**src/rtl/seq_ctrl_pkg.sv**
```systemverilog
// Shared types and default sizing for the step-button sequence controller.
// The state enum lives here so the controller and any future debug tap agree on encoding.
package seq_ctrl_pkg;

    localparam int DEFAULT_DEBOUNCE_CYCLES = 500000;
    localparam int DEFAULT_CNT_W           = 8;

    typedef enum logic [1:0] {
        IDLE,
        PRESS_WAIT,
        STEP,
        RELEASE_WAIT
    } state_t;

endpackage

```
**src/rtl/sync2.sv**
```systemverilog
// Two-flop synchronizer for a single asynchronous level into the local clock domain.
// Both flops clear on reset so a held input is re-sampled from scratch afterwards.
module sync2 (
    input  logic i_clk,
    input  logic i_rst_n,
    input  logic i_d,
    output logic o_q
);

    logic r_meta;
    logic r_sync;

    always_ff @(posedge i_clk or negedge i_rst_n) begin
        if (!i_rst_n) begin
            r_meta <= 1'b0;
            r_sync <= 1'b0;
        end else begin
            r_meta <= i_d;
            r_sync <= r_meta;
        end
    end

    assign o_q = r_sync;

endmodule

```
**src/rtl/seq_step_controller.sv**
```systemverilog
// Debounced single-step controller driving a pair of Moore/Mealy detector FSMs,
// counting their detections and flagging any disagreement between them.
module seq_step_controller
    import seq_ctrl_pkg::*;
#(
    parameter int DEBOUNCE_CYCLES = DEFAULT_DEBOUNCE_CYCLES,
    parameter int CNT_W           = DEFAULT_CNT_W
) (
    input  logic             Clock50M,
    input  logic             Reset_n,
    input  logic             rawclock,
    input  logic             A,
    input  logic             Z_moore,
    input  logic             Z_mealy,
    output logic             step,
    output logic             A_held,
    output logic [CNT_W-1:0] moore_count,
    output logic [CNT_W-1:0] mealy_count,
    output logic             mismatch,
    output logic             busy
);

    localparam int DB_W = (DEBOUNCE_CYCLES > 2) ? $clog2(DEBOUNCE_CYCLES) : 1;
    localparam logic [DB_W-1:0]  DB_LAST = DB_W'(DEBOUNCE_CYCLES - 1);
    localparam logic [DB_W-1:0]  DB_ONE  = DB_W'(1);
    localparam logic [CNT_W-1:0] CNT_SAT = '1;
    localparam logic [CNT_W-1:0] CNT_ONE = CNT_W'(1);

    logic w_rc_s;
    logic w_a_s;

    state_t           r_state;
    logic [DB_W-1:0]  r_db_cnt;
    logic             r_step;
    logic             r_a_held;
    logic             r_busy;
    logic [CNT_W-1:0] r_moore_count;
    logic [CNT_W-1:0] r_mealy_count;
    logic             r_mismatch;
    logic             r_mealy_prev;
    logic             r_first_done;

    sync2 u_sync_rc (
        .i_clk   (Clock50M),
        .i_rst_n (Reset_n),
        .i_d     (rawclock),
        .o_q     (w_rc_s)
    );

    sync2 u_sync_a (
        .i_clk   (Clock50M),
        .i_rst_n (Reset_n),
        .i_d     (A),
        .o_q     (w_a_s)
    );

    // Press must stay high a full window to fire; release must stay low a full window to re-arm.
    always_ff @(posedge Clock50M or negedge Reset_n) begin
        if (!Reset_n) begin
            r_state  <= IDLE;
            r_db_cnt <= '0;
            r_step   <= 1'b0;
            r_a_held <= 1'b0;
            r_busy   <= 1'b0;
        end else begin
            r_step <= 1'b0;
            case (r_state)
                IDLE: begin
                    if (w_rc_s) begin
                        r_state  <= PRESS_WAIT;
                        r_db_cnt <= '0;
                        r_busy   <= 1'b1;
                    end
                end
                PRESS_WAIT: begin
                    if (!w_rc_s) begin
                        r_state  <= IDLE;
                        r_db_cnt <= '0;
                        r_busy   <= 1'b0;
                    end else if (r_db_cnt == DB_LAST) begin
                        r_state  <= STEP;
                        r_db_cnt <= '0;
                        r_step   <= 1'b1;
                        r_a_held <= w_a_s;
                    end else begin
                        r_db_cnt <= r_db_cnt + DB_ONE;
                    end
                end
                STEP: begin
                    r_state  <= RELEASE_WAIT;
                    r_db_cnt <= '0;
                end
                RELEASE_WAIT: begin
                    if (w_rc_s) begin
                        r_db_cnt <= '0;
                    end else if (r_db_cnt == DB_LAST) begin
                        r_state  <= IDLE;
                        r_db_cnt <= '0;
                        r_busy   <= 1'b0;
                    end else begin
                        r_db_cnt <= r_db_cnt + DB_ONE;
                    end
                end
                default: begin
                    r_state  <= IDLE;
                    r_db_cnt <= '0;
                    r_busy   <= 1'b0;
                end
            endcase
        end
    end

    // Z_mealy reflects this step's result, Z_moore the previous step's, so Moore is checked against the stored Mealy bit.
    always_ff @(posedge Clock50M or negedge Reset_n) begin
        if (!Reset_n) begin
            r_moore_count <= '0;
            r_mealy_count <= '0;
            r_mismatch    <= 1'b0;
            r_mealy_prev  <= 1'b0;
            r_first_done  <= 1'b0;
        end else if (r_state == STEP) begin
            if (Z_moore && (r_moore_count != CNT_SAT)) begin
                r_moore_count <= r_moore_count + CNT_ONE;
            end
            if (Z_mealy && (r_mealy_count != CNT_SAT)) begin
                r_mealy_count <= r_mealy_count + CNT_ONE;
            end
            if (r_first_done && (Z_moore != r_mealy_prev)) begin
                r_mismatch <= 1'b1;
            end
            r_mealy_prev <= Z_mealy;
            r_first_done <= 1'b1;
        end
    end

    assign step        = r_step;
    assign A_held      = r_a_held;
    assign busy        = r_busy;
    assign moore_count = r_moore_count;
    assign mealy_count = r_mealy_count;
    assign mismatch    = r_mismatch;

endmodule
```
**config.mk**
```make
export PLATFORM = sky130hd
export DESIGN_NAME = seq_step_controller
export DESIGN_NICKNAME = d
export VERILOG_FILES = /design/src/rtl/seq_ctrl_pkg.sv /design/src/rtl/sync2.sv /design/src/rtl/seq_step_controller.sv
export SDC_FILE = /design/constraint.sdc
export NUM_CORES = 1
export LEC_CHECK = 0
export BUFFER_PORTS_ARGS = -buffer_cell sky130_fd_sc_hd__buf_2
export CAP_MARGIN = 20
export CORE_UTILIZATION = 54
export DETAILED_ROUTE_END_ITERATION = 6
export PLACE_DENSITY_LB_ADDON = 0.1
export SLEW_MARGIN = 25
export SYNTH_ARGS = -nofsm -noshare
export SYNTH_HDL_FRONTEND = slang
export SYNTH_SLANG_ARGS = --single-unit
```
**constraint.sdc**
```tcl
create_clock -name Clock50M -period 6 [get_ports Clock50M]
set_input_delay 0.9 -clock Clock50M [delete_from_list [all_inputs] [get_ports Clock50M]]
set_output_delay 0.9 -clock Clock50M [all_outputs]
set_load 0.1 [all_outputs]
```
==> out/results.tsv <==
metric	value	unit
routed_wirelength	4.19	mm
fmax	454	MHz
clock-sinks	47	
ys_top_cells_by_area	dfrtp_1 (52%), nand2_1 (3.7%), nand3_1 (3.6%)	
power_frac_comb	5.3	%
drtIter0Drc	108	
endpoint_kind	flop	
grt_pass1_vias	1641	
drc	0	
period_minus_slack	2200	ps
post_cts_resized	0	
hp-class	reg -> reg	
postSynth.asyncResetShare	100	%
diodes	0	
pin_count	26	
outcome	complete, no violations	
mappedNetlistNets	224	
rsz0062_at_grt	no	
start_util	56.3	%
drv_cap	0	
yosysMostFrequentCell	dfrtp_1	
routedWlPerCell	14.3	um
crit_fanout	27	
fp.coreArea	0.00400	mm2
ys_seq_area_share	52.3	%
die_h	66.6	um
synth_cell_types	41	
synth_edf_count	0	
drt_first_pass_iters	4	
antenna_found_initial	0	
intPower	422	uW
ctsLongestPathBuffers	2	
path_clk_slew	90	ps
die-area	0.00443	mm2
ys_seq_elements	47	
syn_inst	215	
fin_ws	3800	ps
clockPowerShare	35.8	%
syn2layout_area_growth	12.6	%
skew	9.62	ps
p_per_area	217	mW/mm2
clk_latency	290	ps
setup_tns	0	ps
viasPerCell	5.77	
cts_setup_buffers	0	
setup_viol	0	
hpwlAfterDp	2.99	mm
netSwitchingPower	128	uW
yosysTopAreaCell	dfrtp_1	
numPortBuffers	25	
synthTopCellsByCount	dfrtp_1 (47), nand2_1 (22), nand3_1 (16)	
p_sw_share	23.3	%
critPathKind	reg -> reg	
synth-main-ff-cell	dfrtp_1	
ir_worst_vdd	0.136	mV
synth_area	0.00225	mm2
seq_power_share	58.9	%
yosysTopAreaCellShare	52.3	%
ys_warn_count	0	
grt_max_degree	48	
rows	23	
root_buffer	clkbuf_8	
vias	1691	
ant_nets	0	
required	6180	ps
period_share	36.7	%
cp-start-kind	flop	
worstPathArrival	2380	ps
tightest_slew	711	ps
cts_tree	built	
die_w	66.6	um
finalHoldViolCount	0	
cts_buffers	5	
synth_area_per_cell	10.5	um2
layout-drive-gt1-share	18.9	%
maxSlewHeadroom	52.2	%
grt.overflow.total	0	
slew_viol_final	0	
nNetsFinal	251	
cellLeakagePower	0.00122	uW
grt_usage	20.9	%
gp_congestion	0.816	
ctsHtreeMaxLevel	2	
hold_buffers	0	
grt_pass1_wl	6.97	mm
pre_cts_slack	3690	ps
power groups by stage:
| stage | Combinational [uW] | Clock [uW] | Sequential [uW] |
|---|---|---|---|
| floorplan | 12.5 | 0 | 334 |
| global placement | 27.8 | 0 | 330 |
| detailed placement | 28.8 | 0 | 330 |
| CTS | 28.8 | 203 | 324 |
| global route | 32.2 | 216 | 324 |
| finish | 29.0 | 197 | 324 |
stage by stage:
stage                     util [%]  total power, uW  hold WS (ps)  instances  area [um2]
after global placement        60.5              358           334        285        2420
after floorplan                  -              347           331        215        2250
after CTS                     63.0              556           360        293        2520
after detailed placement      60.5              359           338        285        2420
final                         63.4              550           357        293        2530
after global routing          63.4              572           378        293        2530
metal layers:
metal | up-vias | wire (um) | GRT usage, %
met2 | 28 | 2140 | 36.1
li1 | 827 | - | -
met4 | 0 | 27 | 8.78
met3 | 4 | 136 | 3.77
met5 | - | 0 | 0
met1 | 832 | 1880 | 25.4
state kept, by name (all words and copies together), names as in the netlist, named ones only:
register / flops
r_db_cnt: 19
mealy_count: 8
moore_count: 8
A_held: 1
busy: 1
mismatch: 1
r_first_done: 1
r_mealy_prev: 1
r_state: 1
step: 1
u_sync_a.o_q: 1
u_sync_a.r_meta: 1
u_sync_rc.o_q: 1
u_sync_rc.r_meta: 1
path summary, 6_finish.rpt:
path	from	endpoint	slack, ps	cells after the start
worst min register to register	u_sync_rc.r_meta	u_sync_rc.o_q	360	0
worst max-delay path	r_db_cnt[11]	r_db_cnt[8]	3800	5
worst max register to register	r_db_cnt[11]	r_db_cnt[8]	3800	5
worst min-delay path	u_sync_rc.r_meta	u_sync_rc.o_q	360	0
max in group asynchronous	Reset_n	r_db_cnt[12]	4990	1
min in group asynchronous	Reset_n	A_held	610	1
worst max-delay path, cell delays in order, from the launching register on:
cell     delay, ps
dfrtp_1        430
or4b_1         580
nor4_2         400
a21oi_4        260
a21o_1         210
a22o_1         210
cell families (layout without fill, tap and decap cells):
kind of cell               after synthesis  after routing  share of synthesized area, %
and+or+nand+nor                         91             91                          22.2
DFF                                     47             47                          52.3
AOI/OAI and AO/OA                       31             31                          8.84
xor gates and xnor gates                17             17                          6.62
buffers and inverters                   13             41                          2.33
muxes                                   12             12                          5.61
adders and majority gates                4              4                          2.11
cell type report:
type                            instances  area, um2
Clock buffer                            6       82.6
Sequential cell                        47       1180
Multi-Input combinational cell        155       1040
Clock inverter                          2       16.3
Timing Repair Buffer                   26        135
Tap cell                               50       62.6
Fill cell                             331       1470
Inverter                                7       26.3
placed cells by master (no fill, tap or decap), drive strengths merged, types with 8 or more instances in the layout:
master  count
dfrtp      47
xnor2       9
a21oi      12
nand3      17
buf        26
nand4      12
nand2      22
nor2        8
xor2        8
No activity file was read; power rests on OpenSTA's default activity.
